$ cat src/rtl/l2_inval_dispatch_pkg.sv
// Shared definitions for the L2 invalidation dispatcher: sizing, row-index field, FSM states.
package l2_inval_dispatch_pkg;

  localparam int NPROC   = 4;
  localparam int IDX_W   = (NPROC > 1) ? $clog2(NPROC) : 1;
  localparam int ROW_LSB = 4;
  localparam int ROW_MSB = 13;

  typedef enum logic [2:0] {
    IDLE,
    SCAN,
    WAIT_ACK,
    CLEAR,
    DONE
  } state_t;

  function automatic logic [NPROC-1:0] onehot(input logic [IDX_W-1:0] idx);
    logic [NPROC-1:0] v;
    v      = '0;
    v[idx] = 1'b1;
    return v;
  endfunction

endpackage

$ cat src/rtl/l2_inval_dispatch_lowest_set_bit.sv
// Priority encoder: index of the lowest set bit of a vector, plus an any-set flag.
module l2_inval_dispatch_lowest_set_bit #(
  parameter int N     = 4,
  parameter int IDX_W = (N > 1) ? $clog2(N) : 1
) (
  input  logic [N-1:0]     vec_i,
  output logic [IDX_W-1:0] idx_o,
  output logic             any_o
);

  // Walking downward lets the lowest set bit be the final writer.
  always_comb begin
    idx_o = '0;
    any_o = 1'b0;
    for (int i = N - 1; i >= 0; i--) begin
      if (vec_i[i]) begin
        idx_o = IDX_W'(i);
        any_o = 1'b1;
      end
    end
  end

endmodule

$ cat src/rtl/l2_inval_dispatch.sv
// Sends one invalidation per sharing L1 (ascending order), then one sharer-clear command to L2.
module l2_inval_dispatch #(
  parameter int NPROC   = 4,
  parameter int ADDR_W  = 32,
  parameter int TIMEOUT = 255
) (
  input  logic              clk,
  input  logic              rst,
  input  logic              start_valid,
  output logic              start_ready,
  input  logic [NPROC-1:0]  sharers,
  input  logic [1:0]        writer,
  input  logic [ADDR_W-1:0] addr,
  output logic [NPROC-1:0]  inv_valid,
  output logic [ADDR_W-1:0] inv_addr,
  input  logic [NPROC-1:0]  inv_ack,
  output logic              clr_valid,
  output logic [9:0]        clr_row,
  output logic [NPROC-1:0]  clr_mask,
  output logic              done,
  output logic              err
);
  import l2_inval_dispatch_pkg::*;

  localparam int CNT_W = (TIMEOUT < 2) ? 1 : $clog2(TIMEOUT + 1);
  localparam logic [CNT_W-1:0] CNT_MAX = CNT_W'(TIMEOUT);

  state_t            state_q;
  logic [NPROC-1:0]  pending_q;
  logic [NPROC-1:0]  acked_q;
  logic              err_flag_q;
  logic [IDX_W-1:0]  idx_q;
  logic [CNT_W-1:0]  cnt_q;
  logic [CNT_W-1:0]  cnt_d;
  logic [ADDR_W-1:0] addr_q;

  logic [NPROC-1:0]  inv_valid_q;
  logic [ADDR_W-1:0] inv_addr_q;
  logic              clr_valid_q;
  logic [9:0]        clr_row_q;
  logic [NPROC-1:0]  clr_mask_q;
  logic              done_q;
  logic              err_q;

  logic [IDX_W-1:0]  lsb_idx;
  logic              lsb_any;

  l2_inval_dispatch_lowest_set_bit #(
    .N     (NPROC),
    .IDX_W (IDX_W)
  ) u_lsb (
    .vec_i (pending_q),
    .idx_o (lsb_idx),
    .any_o (lsb_any)
  );

  // Saturating wait counter; the value after this cycle decides the timeout.
  assign cnt_d = (cnt_q == CNT_MAX) ? cnt_q : cnt_q + 1'b1;

  assign start_ready = (state_q == IDLE) && !rst;

  always_ff @(posedge clk) begin
    if (rst) begin
      state_q     <= IDLE;
      pending_q   <= '0;
      acked_q     <= '0;
      err_flag_q  <= 1'b0;
      idx_q       <= '0;
      cnt_q       <= '0;
      inv_valid_q <= '0;
      inv_addr_q  <= '0;
      clr_valid_q <= 1'b0;
      clr_row_q   <= '0;
      clr_mask_q  <= '0;
      done_q      <= 1'b0;
      err_q       <= 1'b0;
    end else begin
      clr_valid_q <= 1'b0;
      done_q      <= 1'b0;
      err_q       <= 1'b0;
      case (state_q)
        IDLE: begin
          if (start_valid) begin
            pending_q  <= sharers & ~onehot(writer);
            addr_q     <= addr;
            acked_q    <= '0;
            err_flag_q <= 1'b0;
            state_q    <= SCAN;
          end
        end
        SCAN: begin
          if (!lsb_any) begin
            if (acked_q != '0) begin
              clr_valid_q <= 1'b1;
              clr_row_q   <= addr_q[ROW_MSB:ROW_LSB];
              clr_mask_q  <= acked_q;
            end
            state_q <= CLEAR;
          end else begin
            idx_q       <= lsb_idx;
            cnt_q       <= '0;
            inv_valid_q <= onehot(lsb_idx);
            inv_addr_q  <= addr_q;
            state_q     <= WAIT_ACK;
          end
        end
        WAIT_ACK: begin
          // An ack coinciding with expiry still wins.
          if (inv_ack[idx_q]) begin
            acked_q[idx_q]   <= 1'b1;
            pending_q[idx_q] <= 1'b0;
            inv_valid_q      <= '0;
            state_q          <= SCAN;
          end else if (cnt_d >= CNT_MAX) begin
            pending_q[idx_q] <= 1'b0;
            err_flag_q       <= 1'b1;
            inv_valid_q      <= '0;
            state_q          <= SCAN;
          end else begin
            cnt_q <= cnt_d;
          end
        end
        CLEAR: begin
          done_q  <= 1'b1;
          err_q   <= err_flag_q;
          state_q <= DONE;
        end
        DONE:    state_q <= IDLE;
        default: state_q <= IDLE;
      endcase
    end
  end

  assign inv_valid = inv_valid_q;
  assign inv_addr  = inv_addr_q;
  assign clr_valid = clr_valid_q;
  assign clr_row   = clr_row_q;
  assign clr_mask  = clr_mask_q;
  assign done      = done_q;
  assign err       = err_q;

endmodule

$ cat config.mk
export PLATFORM = sky130hd
export DESIGN_NAME = l2_inval_dispatch
export DESIGN_NICKNAME = d
export VERILOG_FILES = /design/src/rtl/l2_inval_dispatch_pkg.sv /design/src/rtl/l2_inval_dispatch_lowest_set_bit.sv /design/src/rtl/l2_inval_dispatch.sv
export SDC_FILE = /design/constraint.sdc
export NUM_CORES = 1
export LEC_CHECK = 0
export ABC_AREA = 0
export CORE_MARGIN = 2
export CORE_UTILIZATION = 54
export DETAILED_ROUTE_END_ITERATION = 10
export DONT_BUFFER_PORTS = 1
export GPL_ROUTABILITY_DRIVEN = 0
export PLACE_DENSITY = 0.66
export SKIP_LAST_GASP = 1
export SYNTH_ARGS = -nofsm -noshare
export SYNTH_HDL_FRONTEND = slang
export SYNTH_SLANG_ARGS = --single-unit
$ cat constraint.sdc
create_clock -name clk -period 7.6 [get_ports clk]
set_clock_uncertainty 0.2 [all_clocks]
set_input_delay 1.52 -clock clk [delete_from_list [all_inputs] [get_ports clk]]
set_output_delay 1.52 -clock clk [all_outputs]
set_load 0.005 [all_outputs]
==> results.toml <==
[logic_synthesis]
async_reset_ff_share_pct = 0
yosys.area.top_type_share_pct = 36.8
synth.top_cells.by_count = "80 x nand2_1, 75 x dfxtp_1, 48 x a21oi_1"
synth_cell_types = 54
synth-seq-cells = 107
synth_area_leader_cell = "dfxtp_1"
synth_seq_area_share_pct = 60.3
yosysMostFrequentCell = "nand2_1"
synth_edf_count = 32
synth_nets = 449
synthCells = 403
netlist_area_um2 = 4080
synth.area.top_cells = "dfxtp_1 37%, edfxtp_1 24%, nand2_1 7.4%"
yosysWarnings = 0
avgSynthCellArea_um2 = 10.1
synth_ff_type = "dfxtp_1"

[route]
drc = 0
via_per_inst = 5.68
antenna_left = 0
finalWirelength_um = 8070
firstDrtPassIters = 4
via_count = 2825
drt_iter0_drc = 142
post_drt_wl_per_cell_um = 16.2

[timing]
grt_setup_unrepaired = "no"
hold_viol = 0
worst_slew_pin_slew_ns = 1.20
setup_violations = 0
finalCritPeriodShare_pct = 46.7
slew_headroom_pct = 19.9
min_period_ns = 3.55
fmax_ghz = 0.282
final.setup.tns_ns = 0
finalMaxSlewViolations = 0

[floorplan]
die_h_um = 90.9
dieArea_um2 = 8270
coreArea_um2 = 7290
num_rows = 31
design.portCount = 99
start_util_pct = 56.0
fp.dieW_um = 90.9

[cts]
insertion_delay_ns = 0.36
post-cts-setup-buffers = 0
clk_pin_slew_ns = 0.09
cts_resized = 0
cts_max_level = 3
cts_tree = "yes"
cts_made_buffers = 9
cts_sinks = 107
cts_hold_buf = 0
clockBufferDepth = 2
cts-root-buf = "clkbuf_8"

[pwr]
p_leak_uw = 0.00148
powerDensity_nw_per_um2 = 247
ir_drop_v = 0.000143

[finish]
nNetsFinal = 439
antennaDiodeCount = 0
fillers = 680
stdcell_count = 497
layout-drive-gt1-share_pct = 8.29
syn_to_final_growth_pct = 5.92

[critical_path]
rrSetupSlack_ns = 4.77
criticalPathCategory = "primary input to primary output"
crit_end = "start_ready"
timing.rr.end = "cnt_q[7]$_SDFFE_PP0P_"
crit-reg2reg-launch = "state_q[0]$_SDFFE_PP0P_"
path_depth = 1
startpoint = "rst"
max_stage_delay_ns = 0.28
cp-start-kind = "primary input"
critPathBufInv = 0
endpoint_kind = "primary output"
cp.required_ns = 5.88
path_cells = "nor4_1"
slowest_stage = "nor4_1"
cp_max_fo = 70
path_delay_family = "simple AND/OR/NAND/NOR gates"
worstPathArrival_ns = 1.83
rr_worst_depth = 6

[grt]
grt_pass1_vias = 2661
grt_pass1_wl_um = 13200
grt_util_all_layers_pct = 20.0
overflow = 0
grt_max_degree = 71
antenna_found_initial = 0

[place]
io_buffers = 0
place_inst = 481
post-dp-hpwl_um = 5360

[run]
maxCapViolCount = 0

[min_path]
hp-class = "flop to flop"
whs_path_depth = 2

[outcome]
outcome = "completed"
-- logic make-up after synthesis --
logic type,synth area share [%]
AOI/OAI and AO/OA,14.5
xor gates and xnor gates,0.429
adders and majority gates,0.307
buffers and inverters,3.37
DFF,60.3
muxes,3.74
and+or+nand+nor,17.3
-- power breakdown --
| group | total [uW] | internal, uW | switching (uW) |
|---|---|---|---|
| sequential | 639 | 617 | 21.6 |
| combinational | 85.0 | 26.8 | 58.2 |
| clock | 346 | 155 | 191 |
| total | 1070 | 799 | 271 |
-- worst min path at each step --
stage,start,endpoint,slack [ns]
6_report,inv_addr[21]$_SDFFE_PP0P_,inv_addr[21]$_SDFFE_PP0P_,0.28
4_1_cts,inv_addr[7]$_SDFFE_PP0P_,inv_addr[7]$_SDFFE_PP0P_,0.28
2_1_floorplan,err_flag_q$_SDFFE_PP0P_,err_flag_q$_SDFFE_PP0P_,0.23
3_3_place_gp,inv_addr[21]$_SDFFE_PP0P_,inv_addr[21]$_SDFFE_PP0P_,0.26
5_1_grt,inv_addr[26]$_SDFFE_PP0P_,inv_addr[26]$_SDFFE_PP0P_,0.30
3_5_place_dp,inv_addr[7]$_SDFFE_PP0P_,inv_addr[7]$_SDFFE_PP0P_,0.26
-- registers in the layout (all words and copies together) (netlist names) --
signal      cells
acked_q         4
addr_q         32
clr_mask        4
clr_row        10
clr_valid       1
cnt_q           8
done            1
err             1
err_flag_q      1
idx_q           2
inv_addr       32
inv_valid       4
pending_q       4
state_q         3
-- placed cells by master (no fill, tap or decap), types with 3 or more instances in the layout --
cell type,synthesis,routed
nand2_1,80,80
o21ai_1,4,4
nor2_1,38,37
a31oi_1,6,6
o21ai_0,9,9
mux2i_1,13,13
nand4_1,3,3
a211oi_1,7,7
nor4_1,3,3
nor3_1,6,6
a21oi_1,48,48
nand3_1,8,8
dfxtp_1,75,75
inv_1,7,7
clkbuf_8,0,9
edfxtp_1,32,32
-- layout make-up --
type	instances	area (um2)	share of cell area, %
clock inverter	7	75.1	1.74
sequential	107	2460	57.0
tap	99	124	2.87
multi-input combinational	266	1500	34.7
clock buffer	9	124	2.87
inverter	8	30.0	0.695
timing repair buffer	1	7.51	0.174
-- worst reg2reg max path, cell delays in order, from the launching register on --
cell      delay, ns
dfxtp_1        0.51
or3b_1         0.55
nor2_8         0.46
nor2_2         0.13
a21oi_2        0.47
nand3_1        0.19
a221oi_2       0.24
-- through the flow --
| step | worst slack, ns | power, uW | area [um2] | hold WS [ns] | utilization (%) |
|---|---|---|---|---|---|
| floorplan | 3.50 | 723 | 4080 | 0.229 | - |
| global placement | 4.10 | 736 | 4120 | 0.260 | 56.6 |
| detailed placement | 4.07 | 738 | 4120 | 0.264 | 56.6 |
| CTS | 4.06 | 1080 | 4320 | 0.278 | 59.3 |
| global route | 4.03 | 1120 | 4320 | 0.296 | 59.3 |
| finish | 4.05 | 1070 | 4320 | 0.276 | 59.3 |
-- layer usage --
layer	up-vias	track usage (%)	part of all wire (%)
li1	1396	-	-
met1	1324	24.1	42
met2	97	32.2	47
met3	8	9.46	9.4
met4	0	5.68	1.2
met5	-	0	0
Power figures use the tool's default switching activity.
